### src/rtl/sc_pkg.sv
// Shared types and helpers for the stochastic stream decoder.
// The optional bipolar output is enabled with SC_DEC_BIPOLAR_EN.
package sc_pkg;

    typedef enum logic [1:0] {
        StIdle,
        StAccum,
        StHold
    } sc_dec_state_t;

    function automatic int unsigned window_len(input int unsigned width);
        return 32'd1 << width;
    endfunction

    // Maps a unipolar ones count onto the bipolar scale: 2*count - 2^width.
    function automatic int bipolar_value(input int unsigned count, input int unsigned width);
        return 2 * int'(count) - int'(window_len(width));
    endfunction

endpackage

### src/rtl/sc_window_counter.sv
// Counts valid bits within one decode window and flags the final bit of the window.
module sc_window_counter
    import sc_pkg::*;
#(
    parameter int unsigned WIDTH = 8
) (
    input  logic clk,
    input  logic rst_n,
    input  logic clear,
    input  logic en,
    output logic done
);

    localparam logic [WIDTH:0] LastCount = (WIDTH + 1)'(window_len(WIDTH) - 1);

    logic [WIDTH:0] cnt_q, cnt_d;

    always_comb begin
        cnt_d = cnt_q;
        if (clear) begin
            cnt_d = '0;
        end else if (en) begin
            cnt_d = cnt_q + 1'b1;
        end
    end

    // Terminal flag is combinational so completion lands on the same edge as the last bit.
    assign done = en && (cnt_q == LastCount);

    always_ff @(posedge clk or negedge rst_n) begin
        if (!rst_n) begin
            cnt_q <= '0;
        end else begin
            cnt_q <= cnt_d;
        end
    end

endmodule

### src/rtl/sc_stream_decoder.sv
// Counts ones over a window of 2^WIDTH valid stochastic bits and presents the count via valid/ready.
// Defining SC_DEC_BIPOLAR_EN adds a registered bipolar view of the result.
module sc_stream_decoder
    import sc_pkg::*;
#(
    parameter int unsigned WIDTH = 8
) (
    input  logic                    clk,
    input  logic                    rst_n,
    input  logic                    start,
    input  logic                    bit_in,
    input  logic                    bit_valid,
    output logic                    busy,
    output logic [WIDTH:0]          result,
    output logic                    result_valid,
    input  logic                    result_ready
`ifdef SC_DEC_BIPOLAR_EN
    ,
    output logic signed [WIDTH+1:0] result_bipolar
`endif
);

    sc_dec_state_t  state_q, state_d;
    logic [WIDTH:0] ones_q, ones_d;
    logic [WIDTH:0] result_q, result_d;
    logic           valid_q, valid_d;
    logic           busy_q, busy_d;
    logic           cnt_clear;
    logic           cnt_en;
    logic           cnt_done;

    assign cnt_en = (state_q == StAccum) && bit_valid;

    sc_window_counter #(
        .WIDTH(WIDTH)
    ) u_window_counter (
        .clk  (clk),
        .rst_n(rst_n),
        .clear(cnt_clear),
        .en   (cnt_en),
        .done (cnt_done)
    );

    always_comb begin
        state_d   = state_q;
        ones_d    = ones_q;
        result_d  = result_q;
        valid_d   = valid_q;
        busy_d    = busy_q;
        cnt_clear = 1'b0;
        unique case (state_q)
            StIdle: begin
                if (start) begin
                    state_d   = StAccum;
                    busy_d    = 1'b1;
                    ones_d    = '0;
                    cnt_clear = 1'b1;
                end
            end
            StAccum: begin
                if (bit_valid) begin
                    ones_d = ones_q + {{WIDTH{1'b0}}, bit_in};
                    if (cnt_done) begin
                        result_d = ones_d;
                        valid_d  = 1'b1;
                        busy_d   = 1'b0;
                        state_d  = StHold;
                    end
                end
            end
            StHold: begin
                if (result_ready) begin
                    valid_d = 1'b0;
                    if (start) begin
                        state_d   = StAccum;
                        busy_d    = 1'b1;
                        ones_d    = '0;
                        cnt_clear = 1'b1;
                    end else begin
                        state_d = StIdle;
                    end
                end
            end
            default: state_d = StIdle;
        endcase
    end

    always_ff @(posedge clk or negedge rst_n) begin
        if (!rst_n) begin
            state_q  <= StIdle;
            ones_q   <= '0;
            result_q <= '0;
            valid_q  <= 1'b0;
            busy_q   <= 1'b0;
        end else begin
            state_q  <= state_d;
            ones_q   <= ones_d;
            result_q <= result_d;
            valid_q  <= valid_d;
            busy_q   <= busy_d;
        end
    end

    assign busy         = busy_q;
    assign result       = result_q;
    assign result_valid = valid_q;

`ifdef SC_DEC_BIPOLAR_EN
    localparam logic signed [WIDTH+1:0] BipolarReset = (WIDTH + 2)'(bipolar_value(0, WIDTH));

    logic signed [WIDTH+1:0] bipolar_q, bipolar_d;

    assign bipolar_d = (WIDTH + 2)'(bipolar_value(32'(result_d), WIDTH));

    always_ff @(posedge clk or negedge rst_n) begin
        if (!rst_n) begin
            bipolar_q <= BipolarReset;
        end else begin
            bipolar_q <= bipolar_d;
        end
    end

    assign result_bipolar = bipolar_q;
`endif

endmodule

### config.mk
export PLATFORM = sky130hd
export DESIGN_NAME = sc_stream_decoder
export DESIGN_NICKNAME = d
export VERILOG_FILES = /design/src/rtl/sc_pkg.sv /design/src/rtl/sc_window_counter.sv /design/src/rtl/sc_stream_decoder.sv
export SDC_FILE = /design/constraint.sdc
export NUM_CORES = 1
export LEC_CHECK = 0
export ABC_CLOCK_PERIOD_IN_PS = 2800
export CORE_MARGIN = 4
export CORE_UTILIZATION = 40
export CTS_CLUSTER_SIZE = 28
export DETAILED_ROUTE_END_ITERATION = 12
export GPL_TIMING_DRIVEN = 1
export SETUP_SLACK_MARGIN = 0.02
export SYNTH_ARGS = -nofsm -noshare
export SYNTH_HDL_FRONTEND = slang
export SYNTH_SLANG_ARGS = --single-unit
### constraint.sdc
create_clock -name clk -period 2.8 [get_ports clk]
set_input_delay 0.28 -clock clk [delete_from_list [all_inputs] [get_ports clk]]
set_output_delay 0.28 -clock clk [all_outputs]
set_load 0.005 [all_outputs]
After elaboration in Yosys (flattened, before gate mapping). Cells that the tools add are included.

Muxes and demuxes: 24. Reduce and logical (&&, ||, !) cells: 11. Equality and inequality tests: 7. Add/sub/neg operators: 2.

Operator list (number): $mux 9 (5); $pmux 9 s3 (1); $reduce_and 4->1 (3); $mux 1 (10); $add 9x1->9 (1); $add 9x1->9 const B (1); $eq 9x8->1 const B (1); $mux 2 (4); $ne 2x2->1 const B (4); $pmux 2 s3 (1); $reduce_and 3->1 (2); $pmux 1 s2 (2); $reduce_bool 2->1 (2); $pmux 1 s3 (1); $reduce_bool 3->1 (1); $eq 2x1->1 const B (1); $eq 2x2->1 const B (1); $logic_and 1x1->1 (2); $logic_not 2->1 (1).

Flip-flop bits (word level): 31. Logic and storage cells: 50. Output and inout port bits: 11.

Depth between registers and ports, before layout.
Word-level depth: 6. Gate-level depth with buffers: 8. Depth with buffers taken out: 8.

By module. Synthesis repeated with hierarchy kept, for this count alone.

Cell total of the unflattened synthesis: 152. Area, all modules: 1534.0 um^2.

By module, submodules not included: sc_stream_decoder (sequential area each 550.5 um^2, area an instance 1087.3 um^2, cells an instance 107, instances 1); sc_window_counter (sequential area each 225.2 um^2, area an instance 446.7 um^2, cells an instance 45, instances 1).

Least setup slack after synthesis. No wires, ideal clock.

Path kind: register to register. Start point: reg u_window_counter.cnt_q[0]. End point: reg result_q[2], in the netlist result[2]. Path buffers: 1. Stages on the path, launching flop included: 9. Arrival time: 1.506 ns. Clock period less this slack: 1.638 ns. Setup time: 0.132 ns. Setup slack: 1.162 ns. Cell sequence: dfrtp_1 ha_1 nand3_1 nor3_1 ha_1 nand3_1 buf_2 nand2_1 o21ai_0.

Longest elaborated chain between the ends: 3.

Ends and longest elaborated chain: start: declaration (line sc_window_counter.sv:16) `logic [WIDTH:0] cnt_q, cnt_d;`; start signal: assignment (line sc_window_counter.sv:34) `cnt_q <= cnt_d;`; $eq 9x8->1 (line sc_window_counter.sv:28) `assign done = en && (cnt_q == LastCount);`; $logic_and 1x1->1 (line sc_window_counter.sv:28); $reduce_and 3->1 (no source line); end signal: assignment (line sc_stream_decoder.sv:98) `result_q <= result_d;`; end: declaration (line sc_stream_decoder.sv:25) `logic [WIDTH:0] result_q, result_d;`.

No other way between the ends. A chain may end at the register's enable or synchronous reset.

Final worst setup path.
Start point: reg u_window_counter.cnt_q[0]. End point: reg result_q[0], in the netlist result[0].

Same word-level chain as after synthesis.

==> flow_summary.json <==
{
  "fmax_mhz": 478.0,
  "yosys.area.top_type": "dfrtp_1",
  "io_buffers": 16,
  "wire_per_inst_um": 13.54,
  "postCtsSetupBuffers": 0,
  "start_util_pct": 43.22,
  "synth_seq_cells": 31,
  "grt_pass1_wl_um": 5175,
  "routabilityCongestion": 0.7758,
  "cts-root-buf": "clkbuf_8",
  "hp-class": "in -> async",
  "power_density_mw_per_mm2": 668.8,
  "syn_nets": 160,
  "final_hold_viol_count": 0,
  "cts_buffers": 5,
  "arrival_ns": 2.26,
  "die_height_um": 69.22,
  "p_leak_nw": 0.7842,
  "num_vias": 1160,
  "min_period_ns": 2.092,
  "antenna_left": 0,
  "route.detailed.drc": 0,
  "status": "finished, final reports clean",
  "nets": 178,
  "htreeDepth": 2,
  "cp_max_fo": 17,
  "synth_ff_type": "dfrtp_1",
  "synthCells": 150,
  "period_share_pct": 74.72,
  "synth.area.top_cells": "dfrtp_1 (52%), o21ai_0 (6.0%), nand2_1 (4.8%), xnor2_1 (4.7%), ha_1 (3.3%)",
  "reg2reg_from": "u_window_counter.cnt_q[0]",
  "startpoint_type": "flop",
  "drt_wl_total_um": 2912,
  "finalSetupTns_ns": 0,
  "synth_edf_count": 0,
  "cp-end-kind": "flop",
  "ys_seq_area_share_pct": 51.75,
  "grt_max_degree": 32,
  "synthDominantCellAreaShare_pct": 51.75,
  "antenna_found_initial": 0,
  "core_area_mm2": 0.003468,
  "final_area_mm2": 0.001808,
  "area_growth_pct": 20.62,
  "path_cells": "ha_1, nand3_1, nor3_1, ha_1, nand3_1, mux2_2",
  "n_antenna_cell": 0,
  "tightest_slew_ns": 0.6092,
  "slew_headroom_pct": 59.26,
  "worstRegToRegCells": 6,
  "io_pins": 17,
  "grt_usage_pct": 13.61,
  "slew_viol_final": 0,
  "clockBufferDepth": 2,
  "grt_pass1_vias": 1150,
  "rsz0062_at_grt": "false",
  "synthArstFlopShare_pct": 100.0,
  "yosysWarnings": 0,
  "dpl.cell_count": 207,
  "final_cells": 215,
  "cap_violations": 0,
  "row_count": 21,
  "ctsHoldBuffers": 0,
  "cts_sinks": 31,
  "fp.dieArea_mm2": 0.004791,
  "gr-total-overflow": 0,
  "synth_area_mm2": 0.001499,
  "worstSetupPathType": "reg -> reg",
  "max_stage_delay_ns": 0.44,
  "drt_iter0_markers": 79,
  "syn_area_per_cell_um2": 9.993,
  "dpl_cell_area_mm2": 0.001690,
  "worst_path_max_delay_cell": "mux2_2",
  "clk_pin_slew_ns": 0.07,
  "drive_gt1_share_pct": 8.876,
  "drt-pass1-iter-count": 4,
  "synth.distinct_cells": 34,
  "hpwl_um": 1987,
  "ir_worst_vdd_uv": 444.6,
  "ctsResizeCount": 0,
  "worstPathRequired_ns": 2.96,
  "skew_ns": 0.006478,
  "cts_tree": "built",
  "via_per_inst": 5.395,
  "clock_latency_ns": 0.28,
  "fill_cells": 324,
  "dieWidth_um": 69.22,
  "setup_viol": 0,
  "crit_start": "u_window_counter.cnt_q[0]"
}
[cell type report]
type | instances | area, µm² | share of cell area [%]
Clock buffer | 6 | 82.58 | 4.567
Sequential cell | 31 | 775.7 | 42.91
Timing Repair Buffer | 18 | 175.2 | 9.689
Multi-Input combinational cell | 109 | 670.6 | 37.09
Tap cell | 46 | 57.56 | 3.183
Clock inverter | 2 | 35.03 | 1.938
Inverter | 3 | 11.26 | 0.6228
[layout by cell type (no fill, tap or decap), drive strengths merged, types with 6 or more instances in the layout]
cell           synthesis  layout
nand3                  7       7
dfrtp                 31      31
clkbuf                 2       6
xnor2                  8       8
o21ai                 18      18
nor2                  11      11
a21oi                  7       7
clkdlybuf4s50          0      16
nand2                 19      19
[layer usage]
layer  up-vias  track usage (%)  part of all wire, %
li1        564                -                    -
met1       557            15.03                   44
met2        34            22.67                   50
met3         5            5.217                  5.3
met4         0            6.941                  1.2
met5         -                0                    0
[registers in the layout, indices dropped and copies added (netlist names)]
| register | cells |
|---|---|
| ones_q | 9 |
| result | 9 |
| u_window_counter.cnt_q | 9 |
| state_q | 2 |
| busy | 1 |
| result_valid | 1 |
[final timing paths]
check,endpoint,slack (ns)
setup / recovery,result[0],0.71
hold / removal,result[2],0.39
setup reg to reg,result[0],0.71
hold reg to reg,result[8],0.47
max in group asynchronous,u_window_counter.cnt_q[0],2.12
min in group clk,result[8],0.47
[power breakdown]
| group | internal (W) | switching [W] | leakage [nW] |
|---|---|---|---|
| clock | 0.000288 | 0.000171 | 0.0612 |
| sequential | 0.000504 | 0.0000651 | 0.415 |
| combinational | 0.0000903 | 0.0000909 | 0.308 |
| total | 0.000882 | 0.000327 | 0.784 |
[cell usage after synthesis (4+ instances only)]
cell type and n:
nand2_1 19, dfrtp_1 31, xor2_1 4, ha_1 4
o21ai_0 18, a21oi_1 7, or3_1 4, nand3_1 7
nor2_1 11, xnor2_1 8
[logic make-up after synthesis]
kind of cell               after synthesis  synth area share, %
buffers and inverters                   10                3.506
muxes                                    3                2.170
adders and majority gates                4                3.339
xor gates and xnor gates                12                7.012
and+or+nand+nor                         55                18.53
DFF                                     31                51.75
AOI/OAI and AO/OA                       35                13.69
[worst max-delay path: cells and delay by family, from the launching register on]
kind,cells,cell delay (ns)
adder cells (fa/ha/maj),2,0.38
flip-flops,1,0.40
multiplexers,1,0.44
AND/OR/NAND/NOR,3,0.75
[through the flow]
stage               worst slack (ns)  util, %  hold slack (ns)  power (W)
floorplan                      1.162        -         -0.01559  0.0006995
global placement              0.7407    48.74           0.4643  0.0007427
detailed placement            0.7058    48.74           0.4700  0.0007548
CTS                           0.6916    52.13           0.3996   0.001223
global route                  0.5073    52.13           0.4297   0.001280
finish                        0.7077    52.13           0.3947   0.001209
(Power assumes the default switching activity.)
